===== src/rtl/moving_average2_inverse.sv =====
`default_nettype none
// ============================================================================
// Module      : moving_average2_inverse
// Description : Rebuilds x[n] from a 2-tap moving-average stream.
//               The encoder computes y[n] = (x[n] + x[n-1]) >>> 1 and sends
//               the dropped sum LSB as the parity bit p[n].
//               This block computes x[n] = 2*y[n] + p[n] - x[n-1], saturates
//               the result, keeps a sticky range-error flag and counts the
//               decoded samples.
// Revision    : 1.0 - initial release
// ============================================================================
module moving_average2_inverse #(
    parameter int WIDTH     = 8,
    parameter int CNT_WIDTH = 16
) (
    input  logic                        system1000,
    input  logic                        system1000_rst,
    input  logic signed [WIDTH-1:0]     input_0,
    input  logic                        input_1,
    input  logic                        input_valid,
    input  logic                        seed_valid,
    input  logic signed [WIDTH-1:0]     seed_0,
    output logic signed [WIDTH-1:0]     output_0,
    output logic                        output_valid,
    output logic                        error_0,
    output logic        [CNT_WIDTH-1:0] count_0
);

    // Saturation limits, held at the width of the difference.
    localparam logic signed [WIDTH+1:0] SAT_MAX = {3'b000, {(WIDTH-1){1'b1}}};
    localparam logic signed [WIDTH+1:0] SAT_MIN = {3'b111, {(WIDTH-1){1'b0}}};
    localparam logic [CNT_WIDTH-1:0]    CNT_ONE = {{(CNT_WIDTH-1){1'b0}}, 1'b1};

    typedef enum logic [0:0] {
        ST_RUN   = 1'b0,
        ST_FAULT = 1'b1
    } state_t;

    state_t                  state;
    logic signed [WIDTH-1:0] x_prev;

    // Decode datapath signals.
    logic signed [WIDTH-1:0] prev_eff;
    logic signed [WIDTH:0]   sum;
    logic signed [WIDTH+1:0] diff;
    logic signed [WIDTH-1:0] sat_val;
    logic                    sat_hit;

    // A seed arriving with a sample replaces x[n-1] for that same sample.
    // Concatenating y with p gives 2*y + p exactly, including y = -1, p = 1.
    always_comb begin
        prev_eff = seed_valid ? seed_0 : x_prev;
        sum      = {input_0, input_1};
        diff     = {sum[WIDTH], sum} - {{2{prev_eff[WIDTH-1]}}, prev_eff};
        sat_hit  = 1'b0;
        sat_val  = diff[WIDTH-1:0];
        if (diff > SAT_MAX) begin
            sat_hit = 1'b1;
            sat_val = SAT_MAX[WIDTH-1:0];
        end else if (diff < SAT_MIN) begin
            sat_hit = 1'b1;
            sat_val = SAT_MIN[WIDTH-1:0];
        end
    end

    // State, history, output registers and RUN/FAULT control.
    always_ff @(posedge system1000) begin
        if (system1000_rst) begin
            state        <= ST_RUN;
            x_prev       <= '0;
            output_0     <= '0;
            output_valid <= 1'b0;
            error_0      <= 1'b0;
            count_0      <= '0;
        end else begin
            output_valid <= input_valid;

            // Seed resynchronises history and clears the fault condition.
            if (seed_valid) begin
                state   <= ST_RUN;
                x_prev  <= seed_0;
                count_0 <= '0;
                error_0 <= 1'b0;
            end

            // Decode takes precedence on the shared registers; the count
            // restarts from one when a seed arrived in the same cycle.
            if (input_valid) begin
                output_0 <= sat_val;
                x_prev   <= sat_val;
                count_0  <= seed_valid ? CNT_ONE : count_0 + CNT_ONE;
                if (sat_hit) begin
                    state   <= ST_FAULT;
                    error_0 <= 1'b1;
                end
            end
        end
    end

endmodule
`default_nettype wire


===== config.mk =====
export PLATFORM = sky130hd
export DESIGN_NAME = moving_average2_inverse
export DESIGN_NICKNAME = d
export VERILOG_FILES = /design/src/rtl/moving_average2_inverse.sv
export SDC_FILE = /design/constraint.sdc
export NUM_CORES = 1
export LEC_CHECK = 0
export CORE_ASPECT_RATIO = 1.5
export CORE_MARGIN = 1.5
export CORE_UTILIZATION = 25
export CTS_CLUSTER_SIZE = 30
export DETAILED_ROUTE_END_ITERATION = 8
export GPL_TIMING_DRIVEN = 0
export MAX_ROUTING_LAYER = met4
export PLACE_DENSITY = 0.49
export SYNTH_ARGS = -nofsm -noshare
export SYNTH_HDL_FRONTEND = slang
export SYNTH_SLANG_ARGS = --single-unit

===== constraint.sdc =====
create_clock -name system1000 -period 3.1 [get_ports system1000]
set_clock_uncertainty 0.2 [all_clocks]
set_input_delay 0.31 -clock system1000 [delete_from_list [all_inputs] [get_ports system1000]]
set_output_delay 0.31 -clock system1000 [all_outputs]
set_load 0.05 [all_outputs]

==> results of run 1 <==
==> placed cells by master, fill, tap and decap left out, drive strengths merged, types with 3 or more instances in the layout <==
cell type and n:
nand4 7, or3 3, mux2i 7, nor2 34, buf 6, nand2b 7, xnor2 6, ha 11
a2111oi 4, xor2 10, o21ai 6, nand2 10, o211ai 3, dfxtp 34, a211oi 8, clkbuf 14
a21oi 12, nor3 7, clkdlybuf4s50 44, inv 6
==> per-stage QoR <==
step / area [µm²] / setup TNS [ns] / power [mW] / hold slack (ns)
after detailed placement: 2439 / -13.35 / 0.9666 / 0.2378
after global placement: 2439 / -12.89 / 0.9638 / 0.2367
after CTS: 2726 / 0 / 1.411 / 0.2498
final: 2759 / 0 / 1.412 / 0.2498
after global routing: 2759 / 0 / 1.492 / 0.2919
after floorplan: 1863 / 0 / 0.8374 / 0.3526
==> final cells by class <==
type | count | area [µm²] | area share (%)
Buffer | 9 | 45.04 | 1.633
Inverter | 6 | 22.52 | 0.8163
Clock inverter | 2 | 12.51 | 0.4535
Tap cell | 100 | 125.1 | 4.535
Timing Repair Buffer | 50 | 494.2 | 17.91
Sequential cell | 34 | 680.7 | 24.67
Multi-Input combinational cell | 159 | 1296 | 46.98
Clock buffer | 6 | 82.58 | 2.993
==> power by group through the flow <==
stage               Clock [mW]  Combinational [mW]  Sequential, mW
floorplan                    0               0.262           0.576
global placement             0               0.459           0.505
detailed placement           0               0.461           0.506
CTS                      0.357               0.554           0.500
global route             0.376               0.611           0.505
finish                   0.344               0.567           0.500
==> flip-flops by register name (all words and copies together) (netlist names) <==
register      count
error_0           1
count_0          16
x_prev            8
output_valid      1
output_0          8
==> layer usage <==
metal  wire length, µm  vias up  share of wire, %  track usage [%]
li1                  -      859                 -                -
met2              2496       44                53            23.90
met3               168        6               3.6            2.144
met5                 0        -                 0                -
met1              1935      777                41            13.68
met4                91        0               1.9            5.556
==> path summary, 6_finish.rpt <==
check | cells after the start | slack (ns) | endpoint
worst min-delay path | 2 | 0.25 | output_0[5]$_SDFFE_PP0P_
worst max register to register | 11 | 0.31 | output_0[4]$_SDFFE_PP0P_
worst max-delay path | 13 | 0.14 | output_0[4]$_SDFFE_PP0P_
worst min register to register | 2 | 0.25 | output_0[5]$_SDFFE_PP0P_
==> worst reg2reg max path: stages (launching register included) <==
cell      delay (ns)
dfxtp_1         0.30
mux2_2          0.26
ha_2            0.19
fa_2            0.34
nand2b_4        0.17
a21oi_4         0.18
nor2_2          0.08
a211oi_4        0.34
o21ai_4         0.15
buf_4           0.16
a211oi_2        0.20
nor3_1          0.08
==> timing repair <==
action	4_1_cts	5_1_grt
buffers inserted	3	2
hold buffers	0	0
pin swaps	6	2
endpoints found under the setup margin	15	3
gates resized for setup	30	4
==> logic make-up after synthesis <==
family	count (synthesis)	share of synthesized area, %
adders and majority gates	12	8.508
AOI/OAI and AO/OA	47	19.85
xor gates and xnor gates	16	7.562
buffers and inverters	15	3.106
DFF	34	36.73
and+or+nand+nor	75	19.24
muxes	9	4.997
==> key figures, run 1 <==
CTS
  • CTS sink cnt: 34
  • CTS tree: yes
  • Reg clk slew, reported paths: about 0.080 ns
  • CTS Root Cell: clkbuf_8
  • Worst-Skew Late Latency: roughly 0.29 ns
  • Clock Tree Buf Depth: 2
  • Htree depth: 2
  • Cts bufs inserted: 5

Cells and area
  • Diode count: 0
  • Area grow syn2layout: 48.89%
  • Filler Cells Inserted: 785
  • Final Util: a little under two fifths
  • Share of cells above drive strength 1: about a fifth
  • Finished Layout Cells: between 300 and 400
  • Final net count: 298

STA
  • Endpoints failing setup: 0
  • Fin crit period: 2.958 ns
  • Slew HR: about three fifths
  • Hold Fails Final Rpt: 0
  • Max-slew violation count: 0
  • Max frequency: about 340 MHz
  • Worst slew pin tran: approximately 0.63 ns
  • RSZ-0062 raised after global routing: no
  • Tcrit/Tclk final: around 95%
  • Final worst slack: 0.1420 ns

Floorplan
  • Cell row count: 38
  • Core area: between 7000 and 8000 µm²
  • # IOs: 47
  • DIE HEIGHT: around 110 µm
  • Die Wd: between 70 and 80 µm
  • Die area: 7948 µm²
  • Starting density of the core: 25.64%

Placement
  • Port bufs: 45
  • Inst Count DP: 353
  • Gpl congestion: between 0.8 and 0.9
  • DP HPWL: 3623 µm
  • Pre-CTS setup slack: -0.9452 ns

Synth
  • Synth area leader: dfxtp_1
  • Gate Count Post-Synth: 208
  • Async SR Flop Fraction: 0%
  • Sequential-to-total area share from yosys stat: between 30 and 40%
  • Synth cell types: between 40 and 50
  • Post-synthesis area per instance: 8.909 µm²
  • Syn_nets: about 240
  • Ranking of synthesized cells by area: dfxtp_1, ha_1, nor2_1
  • Top-count cell post-synth: dfxtp_1
  • Top-area cell type share of the netlist area: 36.73%
  • Synthesized area: 1853 µm²
  • Synth Warn #: 0
  • Synth Flop Type: dfxtp_1
  • Post-synth EDFFs: 0
  • FF+latch count, synth: 34
  • Most common library cells after synthesis: dfxtp_1, nor2_1, ha_1

Routing
  • DR pass1 iterations: 4
  • Final WL: approximately 4700 µm
  • Initial DRC count: 29
  • Routed wire per std cell: around 13 µm
  • Vias: around 1.7k
  • Remaining DRCs: 0
  • Drt via density: ~4.6
  • Remaining antenna violation count: 0

Setup path
  • WS Path Type: in -> reg
  • RR Startpoint: x_prev[0]$_SDFF_PP0_
  • Endpoint type of the worst setup path: flop
  • Critical Path AT: 2.92 ns
  • Setup crit start: seed_valid
  • Startpoint types: input port
  • CP bufs+invs: 3
  • Cells along the critical path: dlygate4sd2_1 -> clkbuf_8 -> mux2_2 -> ha_2 -> fa_2 -> nand2b_4 -> a21oi_4 -> nor2_2 -> a211oi_4 -> o21ai_4 -> buf_4 -> a211oi_2 -> nor3_1
  • Critical path's slowest cell: mux2_2
  • CP top delay family: compound AO/OA/AOI/OAI gates
  • Critical Path Fanout Max: 5
  • Peak per-stage delay on the critical path: between 0.3 and 0.4 ns
  • Worst Path Required: approximately 3.1 ns

Power
  • Pint: between 0.9 and 1 mW
  • Sw power: 0.5070 mW
  • Flop pwr share: between 30 and 40%
  • Comb power frac: between 40% and 50%
  • Sw Share: a little over a third
  • Pwr/cell area: 511.6 nW/µm²
  • Part of the power in the clock network: approximately a quarter
  • Peak supply drop: 0.2131 mV
  • LEAKAGE: around 0.96 nW

Run
  • Max cap viols: 0

GRT
  • Largest net degree at the start of global routing: 12
  • First-pass GRT wire length: a little under 8000 µm
  • Vias in the first global route: about 1.7k
  • Gr usage total: a little over an eighth
  • Initial antenna violation count: 0
  • Grt ovf: 0

Worst hold path
  • Min-delay src: output_0[5]$_SDFFE_PP0P_
  • Hold WC Path Type: reg -> reg

Outcome
  • Status: finished clean
Note: power is estimated with default switching activity, not from simulation.
==> run 2: changes to the inputs <==
- GPL_ROUTABILITY_DRIVEN: unset -> 0
- PLACE_DENSITY: 0.49 -> unset
- PLACE_DENSITY_LB_ADDON: unset -> 0.25
==> key figures, run 2 (same netlist as run 1, synthesis figures left out) <==
STA
  • Max frequency: 337.7 MHz (-0.10%)
  • Slew HR: 61.88% (+3.9 points)
  • Max-slew violation count: 0 (unchanged)
  • Worst slew pin tran: 0.5718 ns (-0.05782 ns)
  • RSZ-0062 raised after global routing: no
  • Endpoints failing setup: 0 (unchanged)
  • Fin crit period: 2.961 ns (+0.003028 ns)
  • Hold Fails Final Rpt: 0 (unchanged)
  • Final TNS setup: 0 ns (unchanged)
  • Tcrit/Tclk final: 95.52% (+0.098 points)

Cells and area
  • Final net count: 296 (-0.67%)
  • Most common cell after layout, fill and taps aside: clkdlybuf4s50_1
  • Filler Cells Inserted: 761 (-3.1%)
  • Finished Layout Cells: 364 (-0.55%)
  • Max reg flops: 16 (unchanged)
  • Multi-input logic area: 1262 µm² (-2.6%)
  • Reg area: 680.7 µm² (unchanged)
  • Share of cells above drive strength 1: 16.67% (-2.1 points)
  • Diode count: 0 (unchanged)
  • Area grow syn2layout: 47.06%
  • Most flops, register: count_0
  • Most frequent cells in the layout: clkdlybuf4s50_1, dfxtp_1, nor2_1
  • Final Util: 37.71% (-0.47 points)
  • Largest registers: count_0: 16 flops, output_0: 8 flops, x_prev: 8 flops

Routing
  • Vias: 1651 (-2.1%)
  • Routed wire per std cell: 12.72 µm (-0.74%)
  • Max layer used: met4
  • Remaining antenna violation count: 0 (unchanged)
  • DR WL met3: 178 µm (+6.0%)
  • Drt via density: 4.536 (-1.5%)
  • DR pass1 iterations: 4 (unchanged)
  • Initial DRC count: 36 (+24%)
  • Wl on met1: 1929 µm (-0.31%)
  • Routed wl met2: 2431 µm (-2.6%)
  • Remaining DRCs: 0 (unchanged)
  • Final WL: 4631 µm (-1.3%)

Outcome
  • Status: finished clean

Placement
  • Port bufs: 45 (unchanged)
  • DP HPWL: 3554 µm (-1.9%)
  • Inst Count DP: 353 (unchanged)

Floorplan
  • Die area: 7948 µm² (unchanged)
  • # IOs: 47 (unchanged)
  • Core area: 7227 µm² (unchanged)
  • Starting density of the core: 25.64% (unchanged)
  • DIE HEIGHT: 108.4 µm (unchanged)
  • Die Wd: 73.30 µm (unchanged)
  • Cell row count: 38 (unchanged)

GRT
  • Gr usage total: 13.29% (+0.16 points)
  • First-pass GRT wire length: 7886 µm (+0.61%)
  • Initial antenna violation count: 0 (unchanged)
  • Grt ovf: 0 (unchanged)
  • Vias in the first global route: 1666 (-3.6%)
  • Largest net degree at the start of global routing: 13 (+1)

Power
  • Comb power frac: 37.0% (-3.2 points)
  • Flop pwr share: 34.5% (-0.9 points)
  • Pwr/cell area: 532.4 nW/µm² (+4.1%)
  • Part of the power in the clock network: 28.5% (+4.1 points)
  • Pint: 0.9472 mW (+4.7%)
  • Sw Share: 34.71% (-1.2 points)
  • LEAKAGE: 0.9471 nW (-0.83%)
  • Sw power: 0.5036 mW (-0.68%)
  • Peak supply drop: 0.2068 mV (-3.0%)
  • Total Power: 1.451 mW (+2.8%)

Setup path
  • Startpoint types: input port
  • Critical Path Fanout Max: 5 (unchanged)
  • Worst Path Required: 3.06 ns (about the same)
  • WS Path Type: in -> reg
  • Endpoint type of the worst setup path: flop
  • Critical Path AT: 2.92 ns (about the same)

CTS
  • Worst-Skew Late Latency: 0.29 ns (about the same)
  • Htree depth: 2 (unchanged)
  • Clock Tree Buf Depth: 2 (unchanged)
  • CTS sink cnt: 34 (unchanged)
  • Reg clk slew, reported paths: 0.08 ns (about the same)
  • Post-CTS Hold Fix Bufs: 0 (unchanged)
  • CTS Root Cell: clkbuf_8
  • CTS tree: yes
  • Cts bufs inserted: 5 (unchanged)

Worst hold path
  • Hold WC Path Type: reg -> reg

Run
  • Max cap viols: 0 (unchanged)
[run 2: what timing repair did]
item,CTS,global route
resized for setup,27,0
setup endpoints to repair,15,0
setup buffers,3,0
[run 2: final timing paths]
| check | cells after the start | startpoint | slack, ns | to |
|---|---|---|---|---|
| worst max-delay path | 13 | seed_valid | 0.14 | x_prev[6]$_SDFF_PP0_ |
| worst min-delay path | 2 | output_0[5]$_SDFFE_PP0P_ | 0.26 | output_0[5]$_SDFFE_PP0P_ |
| worst max register to register | 11 | x_prev[0]$_SDFF_PP0_ | 0.31 | x_prev[6]$_SDFF_PP0_ |
| worst min register to register | 2 | output_0[5]$_SDFFE_PP0P_ | 0.26 | output_0[5]$_SDFFE_PP0P_ |
[run 2: power groups by stage]
stage / Clock, mW / Sequential [mW] / Combinational, mW
floorplan: 0 / 0.576 / 0.262
global placement: 0 / 0.506 / 0.456
detailed placement: 0 / 0.507 / 0.458
CTS: 0.422 / 0.501 / 0.539
global route: 0.441 / 0.505 / 0.582
finish: 0.413 / 0.501 / 0.537
[run 2: layout make-up]
type | count | share of cell area [%]
buffer | 9 | 1.653
clock buffer | 5 | 2.525
clock inverter | 3 | 1.653
inverter | 6 | 0.8264
multi-input combinational | 159 | 46.33
sequential | 34 | 24.98
tap | 100 | 4.591
timing repair buffer | 48 | 17.45
[run 2: metal layers]
metal  up-vias  global-route usage, %
met5         -                      -
met4         0                  5.159
met3         6                  2.889
met2        39                  23.18
met1       756                  14.47
li1        850                      -
[run 2: stage by stage]
stage | setup WS (ns) | instance area (µm²) | hold WS [ns]
finish | 0.1389 | 2725 | 0.2637
CTS | 0.1205 | 2725 | 0.2672
detailed placement | -0.8932 | 2439 | 0.2555
global route | 0.002043 | 2725 | 0.2919
global placement | -0.8994 | 2439 | 0.2556
floorplan | 0.03661 | 1863 | 0.3526
[run 2: critical path, stage by stage]
cell and delay [ns]:
dlygate4sd2_1 0.23, clkbuf_8 0.14, mux2_2 0.34, ha_2 0.20, fa_2 0.34, nand2b_4 0.17
a21oi_4 0.18, nor2_2 0.08, a211oi_4 0.33, a21oi_4 0.14, buf_4 0.16, a211oi_2 0.22
a211oi_1 0.07
==> run 3: changes to the inputs <==
- CAP_MARGIN: unset -> 20
- GPL_TIMING_DRIVEN: 0 -> 1
- clock period: 3.1 -> 2.9 ns (I/O delays scaled with it)
==> key figures, run 3 (same netlist as run 1, synthesis figures left out) <==
Floorplan
  • # IOs: 47 (unchanged)
  • Cell row count: 38 (unchanged)
  • DIE HEIGHT: 108.4 µm (unchanged)
  • Die Wd: 73.30 µm (unchanged)
  • Core area: 7227 µm² (unchanged)
  • Starting density of the core: 25.64% (unchanged)
  • Die area: 7948 µm² (unchanged)

Setup path
  • CP bufs+invs: 2 (-1)
  • Cells along the critical path: clkdlybuf4s15_1 -> mux2_4 -> ha_4 -> fa_2 -> nand2b_4 -> a21oi_4 -> o2111a_1 -> a211oi_2 -> buf_4 -> a21oi_4 -> nor2_4 -> a2111oi_2
  • Worst r2r path cells: 11 (unchanged)
  • Critical Path AT: 2.85 ns (-0.07 ns)
  • Setup crit start: seed_valid
  • Reg-to-reg setup timing slack: 0.03 ns (-0.28 ns)
  • Critical Path Fanout Max: 6 (+1)
  • Worst Path Required: 2.88 ns (-0.18 ns)
  • RR Startpoint: x_prev[0]$_SDFF_PP0_
  • WP depth: 12 (-1)
  • Startpoint types: input port
  • Critical R2R Capture: output_0[0]$_SDFFE_PP0P_
  • WS Path Type: in -> reg
  • CP most frequent cell: a21oi_4
  • Critical path's slowest cell: fa_2
  • CP top delay family: compound AO/OA/AOI/OAI gates
  • Endpoint type of the worst setup path: flop
  • Peak per-stage delay on the critical path: 0.39 ns (+0.05 ns)
  • Worst Setup EP: output_0[0]$_SDFFE_PP0P_

Routing
  • DR pass1 iterations: 4 (unchanged)
  • Remaining antenna violation count: 0 (unchanged)
  • Final WL: 4829 µm (+4.3%)
  • Vias: 1726 (+4.5%)
  • Drt via density: 4.554 (+0.41%)
  • Remaining DRCs: 0 (unchanged)
  • Routed wire per std cell: 12.74 µm (+0.15%)
  • Initial DRC count: 48 (+33%)

Placement
  • Inst Count DP: 371 (+5.1%)
  • DP HPWL: 3760 µm (+5.8%)
  • Port bufs: 46 (+2.2%)
  • Area after DPL: 2619 µm² (+7.4%)
  • Pre-CTS setup slack: -0.6112 ns (+0.2819 ns)

Power
  • LEAKAGE: 1.055 nW (+11%)
  • Sw power: 0.5332 mW (+5.9%)
  • Pint: 0.9681 mW (+2.2%)
  • Sw Share: 35.52% (+0.81 points)
  • Flop pwr share: 35.3% (+0.8 points)
  • Part of the power in the clock network: 21.7% (-6.8 points)
  • Pwr/cell area: 532.8 nW/µm² (about the same)
  • Peak supply drop: 0.1695 mV (-18%)
  • Comb power frac: 43.0% (+6.0 points)

STA
  • Endpoints failing setup: 0 (unchanged)
  • Final worst slack: 0.02822 ns (-0.1107 ns)
  • Max frequency: about 350 MHz
  • Tcrit/Tclk final: about 99%
  • Slew HR: 60.24% (-1.6 points)
  • Hold_ws: 0.2491 ns (-0.01457 ns)
  • RSZ-0062 raised after global routing: yes
  • Hold Fails Final Rpt: 0 (unchanged)
  • Fin crit period: ~2.9 ns
  • Max-slew violation count: 0 (unchanged)
  • Worst slew pin tran: 0.5958 ns (+0.02402 ns)

GRT
  • Vias in the first global route: 1703 (+2.2%)
  • Met3 usage: 1.678% (-1.2 points)
  • Initial antenna violation count: 0 (unchanged)
  • Grt ovf: 0 (unchanged)
  • Largest net degree at the start of global routing: 16 (+3)
  • Met1 global-route usage: 14.53% (+0.056 points)
  • Global route hottest layer: met2
  • Gr usage total: 13.10% (-0.19 points)
  • GR met2 Demand/Resource: 23.51% (+0.32 points)
  • First-pass GRT wire length: 7907 µm (+0.27%)

Cells and area
  • Most common cell after layout, fill and taps aside: clkdlybuf4s50_1
  • Diode count: 0 (unchanged)
  • Finished Layout Cells: 379 (+4.1%)
  • Share of cells above drive strength 1: 22.22% (+5.6 points)
  • Cell area after layout: 2818 µm² (+3.4%)
  • Most flops, register: count_0
  • Largest registers: count_0: 16 flops, output_0: 8 flops, x_prev: 8 flops
  • Most frequent cells in the layout: clkdlybuf4s50_1, dfxtp_1, nor2_1
  • Max reg flops: 16 (unchanged)
  • Area grow syn2layout: 52.06%
  • Final net count: 312 (+5.4%)

CTS
  • CTS Root Cell: clkbuf_8
  • CTS sink cnt: 34 (unchanged)
  • Htree depth: 2 (unchanged)
  • Cts bufs inserted: 5 (unchanged)
  • CTS tree: yes
  • Worst-Skew Late Latency: 0.28 ns (about the same)
  • Clock Tree Buf Depth: 2 (unchanged)
  • Reg clk slew, reported paths: 0.07 ns (about the same)

Run
  • Max cap viols: 0 (unchanged)

Outcome
  • Status: finished clean

Worst hold path
  • WHS Path Cells: 2 (unchanged)
  • Hold WC Path Type: reg -> reg
## run 3: cell count changes in the layout (fill, tap and decap cells not counted), moves of 4 or more
cell | previous run | this run
buf_4 | 2 | 27
a211oi_1 | 6 | 2
a211oi_2 | 1 | 6
mux2i_1 | 2 | 7
clkbuf_1 | 6 | 2
## run 3: area by class of cell
class                   instances  area [µm²]
fillers                       779        4409
repair buffers                 73       661.9
multi-input cells             159        1251
clock buffers                   7       76.32
flip-flops and latches         34       680.7
well taps                     100       125.1
inverters                       6       22.52
## run 3: how the worst min path moves through the flow
| stage | slack, ns | from | to |
|---|---|---|---|
| 3_3_place_gp | 0.24 | output_0[5]$_SDFFE_PP0P_ | output_0[5]$_SDFFE_PP0P_ |
| 4_1_cts | 0.26 | output_0[5]$_SDFFE_PP0P_ | output_0[5]$_SDFFE_PP0P_ |
| 3_5_place_dp | 0.25 | output_0[5]$_SDFFE_PP0P_ | output_0[5]$_SDFFE_PP0P_ |
| 6_report | 0.25 | output_0[5]$_SDFFE_PP0P_ | output_0[5]$_SDFFE_PP0P_ |
| 2_1_floorplan | 0.35 | x_prev[5]$_SDFF_PP0_ | x_prev[5]$_SDFF_PP0_ |
| 5_1_grt | 0.28 | output_0[5]$_SDFFE_PP0P_ | output_0[5]$_SDFFE_PP0P_ |
## run 3: stage by stage
| step | power [mW] | TNS (ns) | utilization [%] |
|---|---|---|---|
| floorplan | 0.9027 | 0 | - |
| global placement | 1.115 | -7.298 | 36.24 |
| detailed placement | 1.118 | -8.002 | 36.24 |
| CTS | 1.496 | -0.003378 | 38.33 |
| global route | 1.585 | -0.7959 | 38.99 |
| finish | 1.501 | 0 | 38.99 |
## run 3: what timing repair did
item / CTS / global route
pin swaps: 12 / 3
hold endpoints to repair: 0 / 0
endpoints found under the setup margin: 15 / 13
hold buffers: 0 / 0
buffers inserted: 0 / 1
resized for setup: 16 / 6
## run 3: power groups by stage
stage,Combinational [mW],Sequential [mW],Clock [mW]
final,0.645,0.530,0.326
after global routing,0.697,0.535,0.353
after CTS,0.628,0.531,0.338
after detailed placement,0.578,0.540,0
after global placement,0.574,0.541,0
after floorplan,0.287,0.616,0
## run 3: tightest hold or removal path, cell delays in order, from the launching register on
cell and delay (ns):
dfxtp_1 0.31, nand2_1 0.05, nand2_1 0.04
## run 3: layer usage
layer  up-vias  share of wire, %
met5         -                 0
met4         0               1.7
met3         6               2.7
met2        34                55
met1       804                41
li1        882                 -
